**src/rtl/pipe_seg_elastic.sv**
```systemverilog
// rtl/pipe_seg_elastic.sv - elastic valid/ready pipeline segment register with optional skid entry
module pipe_seg_elastic #(
  parameter int W        = 32,
  parameter int SKID     = 1,
  parameter int CLR_DATA = 1,
  parameter int CNT_W    = 16
) (
  input  logic             clk,
  input  logic             resetn,
  input  logic             flush,
  input  logic             in_valid,
  output logic             in_ready,
  input  logic [W-1:0]     in_data,
  output logic             out_valid,
  input  logic             out_ready,
  output logic [W-1:0]     out_data,
  output logic [1:0]       occupancy,
  output logic [CNT_W-1:0] stall_cnt
);

  logic         mv;
  logic         sv;
  logic [W-1:0] md;

  assign out_valid = mv;
  assign out_data  = md;
  assign occupancy = {mv & sv, mv ^ sv};

  generate
    if (SKID != 0) begin : g_skid
      logic [W-1:0] sd;
      logic         free_q;
      logic         in_fire;
      logic         out_fire;

      // free_q mirrors !sv; the resetn gate keeps in_ready low while reset is held
      assign in_ready = resetn & free_q;
      assign in_fire  = in_valid & in_ready;
      assign out_fire = mv & out_ready;

      always_ff @(posedge clk) begin
        if (!resetn || flush) begin
          mv     <= 1'b0;
          sv     <= 1'b0;
          free_q <= 1'b1;
          if (CLR_DATA != 0) begin
            md <= '0;
            sd <= '0;
          end
        end else if (out_fire && sv) begin
          md     <= sd;
          sv     <= 1'b0;
          free_q <= 1'b1;
        end else if (out_fire) begin
          if (in_fire) md <= in_data;
          else         mv <= 1'b0;
        end else if (!mv) begin
          if (in_fire) begin
            md <= in_data;
            mv <= 1'b1;
          end
        end else if (in_fire) begin
          sd     <= in_data;
          sv     <= 1'b1;
          free_q <= 1'b0;
        end
      end
    end else begin : g_noskid
      assign sv       = 1'b0;
      assign in_ready = resetn & (!mv | out_ready);

      always_ff @(posedge clk) begin
        if (!resetn || flush) begin
          mv <= 1'b0;
          if (CLR_DATA != 0) md <= '0;
        end else if (in_ready) begin
          md <= in_data;
          mv <= in_valid;
        end
      end
    end
  endgenerate

  always_ff @(posedge clk) begin
    if (!resetn) begin
      stall_cnt <= '0;
    end else if (mv && !out_ready && (stall_cnt != {CNT_W{1'b1}})) begin
      stall_cnt <= stall_cnt + {{(CNT_W-1){1'b0}}, 1'b1};
    end
  end

endmodule

```
**config.mk**
```make
export PLATFORM = sky130hd
export DESIGN_NAME = pipe_seg_elastic
export DESIGN_NICKNAME = d
export VERILOG_FILES = /design/src/rtl/pipe_seg_elastic.sv
export SDC_FILE = /design/constraint.sdc
export NUM_CORES = 1
export LEC_CHECK = 0
export ABC_AREA = 1
export BUFFER_PORTS_ARGS = -buffer_cell sky130_fd_sc_hd__buf_2
export CORE_MARGIN = 2
export CORE_UTILIZATION = 35
export CTS_CLUSTER_SIZE = 10
export DETAILED_ROUTE_END_ITERATION = 7
export PLACE_DENSITY = 0.58
export SETUP_SLACK_MARGIN = 0.3
export SYNTH_ARGS = -nofsm -noshare
export SYNTH_HDL_FRONTEND = slang
export SYNTH_SLANG_ARGS = --single-unit
```
**constraint.sdc**
```tcl
create_clock -name clk -period 2.1 [get_ports clk]
set_clock_uncertainty 0.05 [all_clocks]
set_input_delay 0.42 -clock clk [delete_from_list [all_inputs] [get_ports clk]]
set_output_delay 0.42 -clock clk [all_outputs]
set_load 0.01 [all_outputs]
```
==> metrics.cfg, run 1 <==
[yosys]
synth_nets = 545
ys_seq_area_frac = 0.453
synth_seq_cells = 83
ys_types = 24
syn_area_per_cell_sq_um = 7.25
yosysTopAreaCell = dfxtp_1
netlist_top_cells_area = dfxtp_1, nor2_1, o21ai_0
synth_area_sq_um = 3670
synth_top_area_share = 0.453
yosys_warnings = 0
synthCells = 506

[routing]
vias_per_cell = 4.73
vias = 3427
wl_mm = 8.76
drc = 0
drtPass1Iterations = 4
postRouteAntennaNets = 0
drt-initial-drc-count = 161
routedWlPerCell_um = 12.1

[worst_setup_path]
cp.arrival_ns = 1.83
crit_required_ns = 2.31
rr_worst_depth = 6
end_kind = flop
cp_max_fo = 18
start_kind = flop
reg2reg_slack_ns = 0.47
r2r_start = stall_cnt[0]$_SDFFE_PN0P_
crit_type = reg2reg
reg2reg_to = stall_cnt[6]$_SDFFE_PN0P_

[floorplanning]
die-area_sq_um = 11300
fp.dieH_um = 106
fp.dieW_um = 106
start_util = 0.359
ios = 89
row_count = 37
coreArea_sq_um = 10200

[cts]
cts_setup_buffers = 0
cts_tree = built
htree_levels = 3
cts.sinks = 83
clk_latency_ns = 0.35
cts-root-buf = clkbuf_8
cts_buffers = 9
cts_buffer_depth = 2
clk_pin_slew_ns = 0.09

[layout]
nets = 622
drive_above_1_share = 0.226
antenna_cells = 0
utilization = 0.432
syn_to_final_growth_pct = 20.4
fillCellCount = 1061

[sta]
fin_crit_ns = 1.63
finalCritPeriodShare = 0.775
setup_viol = 0
worst-slew-pin-transition_ns = 0.359
hold_viol_final = 0
slew_viol_final = 0
fin_tns_setup_ns = 0
rsz0062_at_grt = no
slew_headroom = 0.760
clock.fmax_mhz = 615

[hold_path]
holdPathStages = 3
min_path_type = in2reg
min_from = in_data[22]
holdPathEnd = out_data[22]$_SDFFE_PP0P_

[global_route]
grt_pass1_vias = 3016
met2_usage = 0.258
grt_pass1_wl_mm = 14.1
use_met1 = 0.194
grt_use_met3 = 0.0417
antenna_found_initial = 0
overflow = 0
grt.total_usage = 0.155
busiest_layer = met2
grt_max_degree = 66

[flow_run]
drv_cap = 0

[placed_design]
dp_hpwl_mm = 5.96
gp_congestion = 0.758
portBuffers = 88

[power]
p_leak_nw = 1.86
power_density_nw_per_um2 = 722
power_mw = 3.19
vdd_drop_max_uv = 285

[run_status]
status = finished clean

[synth_stat cells (all sizes together)]
cell and number:
o211a 1, nand3 16, a211oi 6, a21oi 44, dfxtp 83, nand2 72
clkbuf 8, o21ai 93, nor2 105, nor3 2, inv 49, ha 2
buf 22, nand4 3
[logic make-up (layout without fill, tap and decap cells)]
family,count (synthesis),count (layout),share of synthesized area
AND/OR/NAND/NOR,198,198,0.232
AO/OA/AOI/OAI,144,144,0.202
flip-flops,83,83,0.453
buffers and inverters,79,161,0.106
adder cells (fa/ha/maj),2,2,0.00682
[layout make-up]
class	count	area (sq um)	share of cell area
Timing Repair Buffer	96	538	0.122
Sequential cell	83	1660	0.376
Clock inverter	5	83.8	0.0190
Tap cell	136	170	0.0385
Multi-Input combinational cell	344	1630	0.368
Clock buffer	11	151	0.0343
Inverter	49	184	0.0417
[registers in the layout, indices dropped and copies added, names as in the netlist]
register and cells:
g_skid.free_q 1, g_skid.sd 32, out_data 32, out_valid 1
stall_cnt 16, sv 1
[worst max path at each step]
stage | start | endpoint | slack [ns] | cells after the start
after global routing | stall_cnt[0]$_SDFFE_PN0P_ | stall_cnt[2]$_SDFFE_PN0P_ | 0.31 | 6
after detailed placement | stall_cnt[0]$_SDFFE_PN0P_ | stall_cnt[14]$_SDFFE_PN0P_ | 0.45 | 8
after floorplan | stall_cnt[0]$_SDFFE_PN0P_ | stall_cnt[8]$_SDFFE_PN0P_ | 0.60 | 7
final | stall_cnt[0]$_SDFFE_PN0P_ | stall_cnt[6]$_SDFFE_PN0P_ | 0.47 | 6
after CTS | stall_cnt[0]$_SDFFE_PN0P_ | stall_cnt[14]$_SDFFE_PN0P_ | 0.40 | 8
after global placement | stall_cnt[0]$_SDFFE_PN0P_ | stall_cnt[14]$_SDFFE_PN0P_ | 0.47 | 8
[metrics by stage]
step / hold slack, ns / std cells / area, sq um / worst slack [ns]
3_3_place_gp: 0.381 / 708 / 4180 / 0.466
4_1_cts: 0.249 / 724 / 4410 / 0.399
2_1_floorplan: 0.374 / 506 / 3670 / 0.605
3_5_place_dp: 0.390 / 708 / 4180 / 0.445
5_1_grt: 0.260 / 724 / 4420 / 0.312
6_report: 0.258 / 724 / 4420 / 0.473
[power by group]
part	total, mW	internal, mW	switching [mW]
logic	0.239	0.0980	0.141
registers	1.61	1.60	0.0132
clock network	1.34	0.739	0.598
total	3.19	2.43	0.752
[worst max-delay path, cell delays in order, from the launching register on]
cell and delay, ns:
dfxtp_1 0.41, ha_1 0.16, inv_1 0.05, nor2_2 0.26, nand4_4 0.30, a21oi_1 0.23, nor2_1 0.06
[placed cells by master, fill, tap and decap left out, drive strengths merged]
| cell type | synthesis | final |
|---|---|---|
| inv | 49 | 50 |
| buf | 22 | 96 |
| a21oi | 44 | 44 |
| ha | 2 | 2 |
| nand3 | 16 | 16 |
| o21ai | 93 | 93 |
| nor2 | 105 | 105 |
| nor3 | 2 | 2 |
| bufinv | 0 | 2 |
| nand2 | 72 | 72 |
| clkbuf | 8 | 11 |
| a211oi | 6 | 6 |
| o211a | 1 | 1 |
| clkinvlp | 0 | 2 |
| nand4 | 3 | 3 |
| dfxtp | 83 | 83 |
[routing by layer]
metal,up-vias,share of wire
met2,74,0.47
met3,13,0.053
li1,1790,-
met4,0,0.014
met5,-,0
met1,1550,0.46
[what timing repair did]
item	in CTS	in global routing
resized for setup	0	1
endpoints found under the hold margin	0	0
hold buffers	0	0
setup endpoints to repair	0	1
No activity file was read; power rests on OpenSTA's default activity.
==> run 2, diff against run 1 <==
Clock period 2.1 ns to 1.7 ns, I/O delays scaled along.
==> metrics.cfg, run 2 (synthesized netlist as in run 1, its figures left out) <==
[run_status]
status = finished clean

[floorplanning]
start_util = 0.359
coreArea_sq_um = 10200
ios = 89
row_count = 37
fp.dieW_um = 106
die-area_sq_um = 11300
fp.dieH_um = 106

[worst_setup_path]
end_kind = output pin
cp.arrival_ns = 1.07
cp_max_fo = 4
crit_type = reg2out
crit_required_ns = 1.31
start_kind = flop

[routing]
drtPass1Iterations = 7
drt-initial-drc-count = 157
wl_mm = 9.78
postRouteAntennaNets = 0
drc = 0
vias_per_cell = 4.80
routedWlPerCell_um = 13.0
vias = 3604

[sta]
hold_viol_final = 0
slew_viol_final = 0
worst-slew-pin-transition_ns = 0.364
rsz0062_at_grt = yes
whs_ns = 0.191
fin_tns_setup_ns = 0
finalCritPeriodShare = 0.859
setup_viol = 0
slew_headroom = 0.755
clock.fmax_mhz = 685
fin_crit_ns = 1.46

[cts]
cts_buffers = 9
cts-root-buf = clkbuf_8
cts_buffer_depth = 2
clk_pin_slew_ns = 0.08
clk_latency_ns = 0.36
htree_levels = 3
cts_tree = built
cts.sinks = 83

[global_route]
grt_pass1_vias = 3250
grt.total_usage = 0.167
grt_max_degree = 57
busiest_layer = met2
met2_usage = 0.283
grt_pass1_wl_mm = 15.2
grt_use_met3 = 0.0466
overflow = 0
use_met1 = 0.200
antenna_found_initial = 2

[layout]
final-instance-count-excl-fill = 751
nets = 648
syn_to_final_growth_pct = 35.3
multi_input_area_sq_um = 1850
layout_commonest_cell = nor2_1
final_cell_mix = nor2_1, buf_2, dfxtp_1
seqCellArea_sq_um = 1710
drive_above_1_share = 0.336
fillCellCount = 1012
fin_area_sq_um = 4960

[placed_design]
gp_congestion = 0.750
portBuffers = 88
dpl.cell_count = 708
dp_hpwl_mm = 5.97
placed_area_sq_um = 4180

[power]
p_leak_nw = 2.13
vdd_drop_max_uv = 351
power_density_nw_per_um2 = 803

[flow_run]
drv_cap = 0

[hold_path]
min_path_type = in2reg

run 2: cell count changes in the layout (fill, tap and decap cells not counted), sizes merged:
cell	change
bufinv	+1
clkinvlp	-1
buf	+22
clkinv	+1
nand4	+3
inv	-1
diode	+2
run 2: what timing repair did:
item / CTS / global route
buffers inserted: 9 / 12
gates resized for setup: 22 / 83
setup endpoints to repair: 73 / 76
pin swaps: 8 / 11
cloned: 1 / 4
hold buffers: 0 / 0
run 2: final timing paths:
kind	startpoint	to	slack [ns]	depth (start not counted)
max	out_valid$_SDFFE_PP0P_	occupancy[0]	0.24	2
min	in_data[23]	out_data[23]$_SDFFE_PP0P_	0.19	3
max reg2reg	stall_cnt[5]$_SDFFE_PN0P_	stall_cnt[2]$_SDFFE_PN0P_	0.26	6
min reg2reg	g_skid.sd[5]$_SDFFE_PP0P_	g_skid.sd[5]$_SDFFE_PP0P_	0.40	2
run 2: final cells by class:
class,instances,area share
multi-input cells,347,0.373
flip-flops and latches,83,0.344
repair buffers,119,0.162
inverters,49,0.0396
well taps,136,0.0343
clock buffers,10,0.0257
clock inverters,5,0.0207
diodes,2,0.00101
run 2: critical path, stage by stage, from the launching register on:
cell	delay, ns
dfxtp_4	0.37
ha_4	0.24
buf_6	0.11
run 2: stage by stage:
step	util	setup WS [ns]	total power, mW
2_1_floorplan	-	0.320	2.21
3_3_place_gp	0.409	0.138	2.32
3_5_place_dp	0.409	0.0734	2.33
4_1_cts	0.448	0.227	4.01
5_1_grt	0.485	0.190	4.16
6_report	0.485	0.240	3.98
run 2: power breakdown:
| part | leakage [nW] | switching (mW) | internal [mW] | total [mW] |
|---|---|---|---|---|
| clock network | 0.112 | 0.706 | 0.966 | 1.67 |
| logic | 1.33 | 0.195 | 0.139 | 0.334 |
| registers | 0.682 | 0.0158 | 1.96 | 1.98 |
run 2: routing by layer:
layer	up-vias	share of wire	wire, um
met5	-	0	0
met4	0	0.012	119
met3	10	0.054	528
met2	65	0.48	4720
met1	1668	0.45	4420
li1	1861	-	-
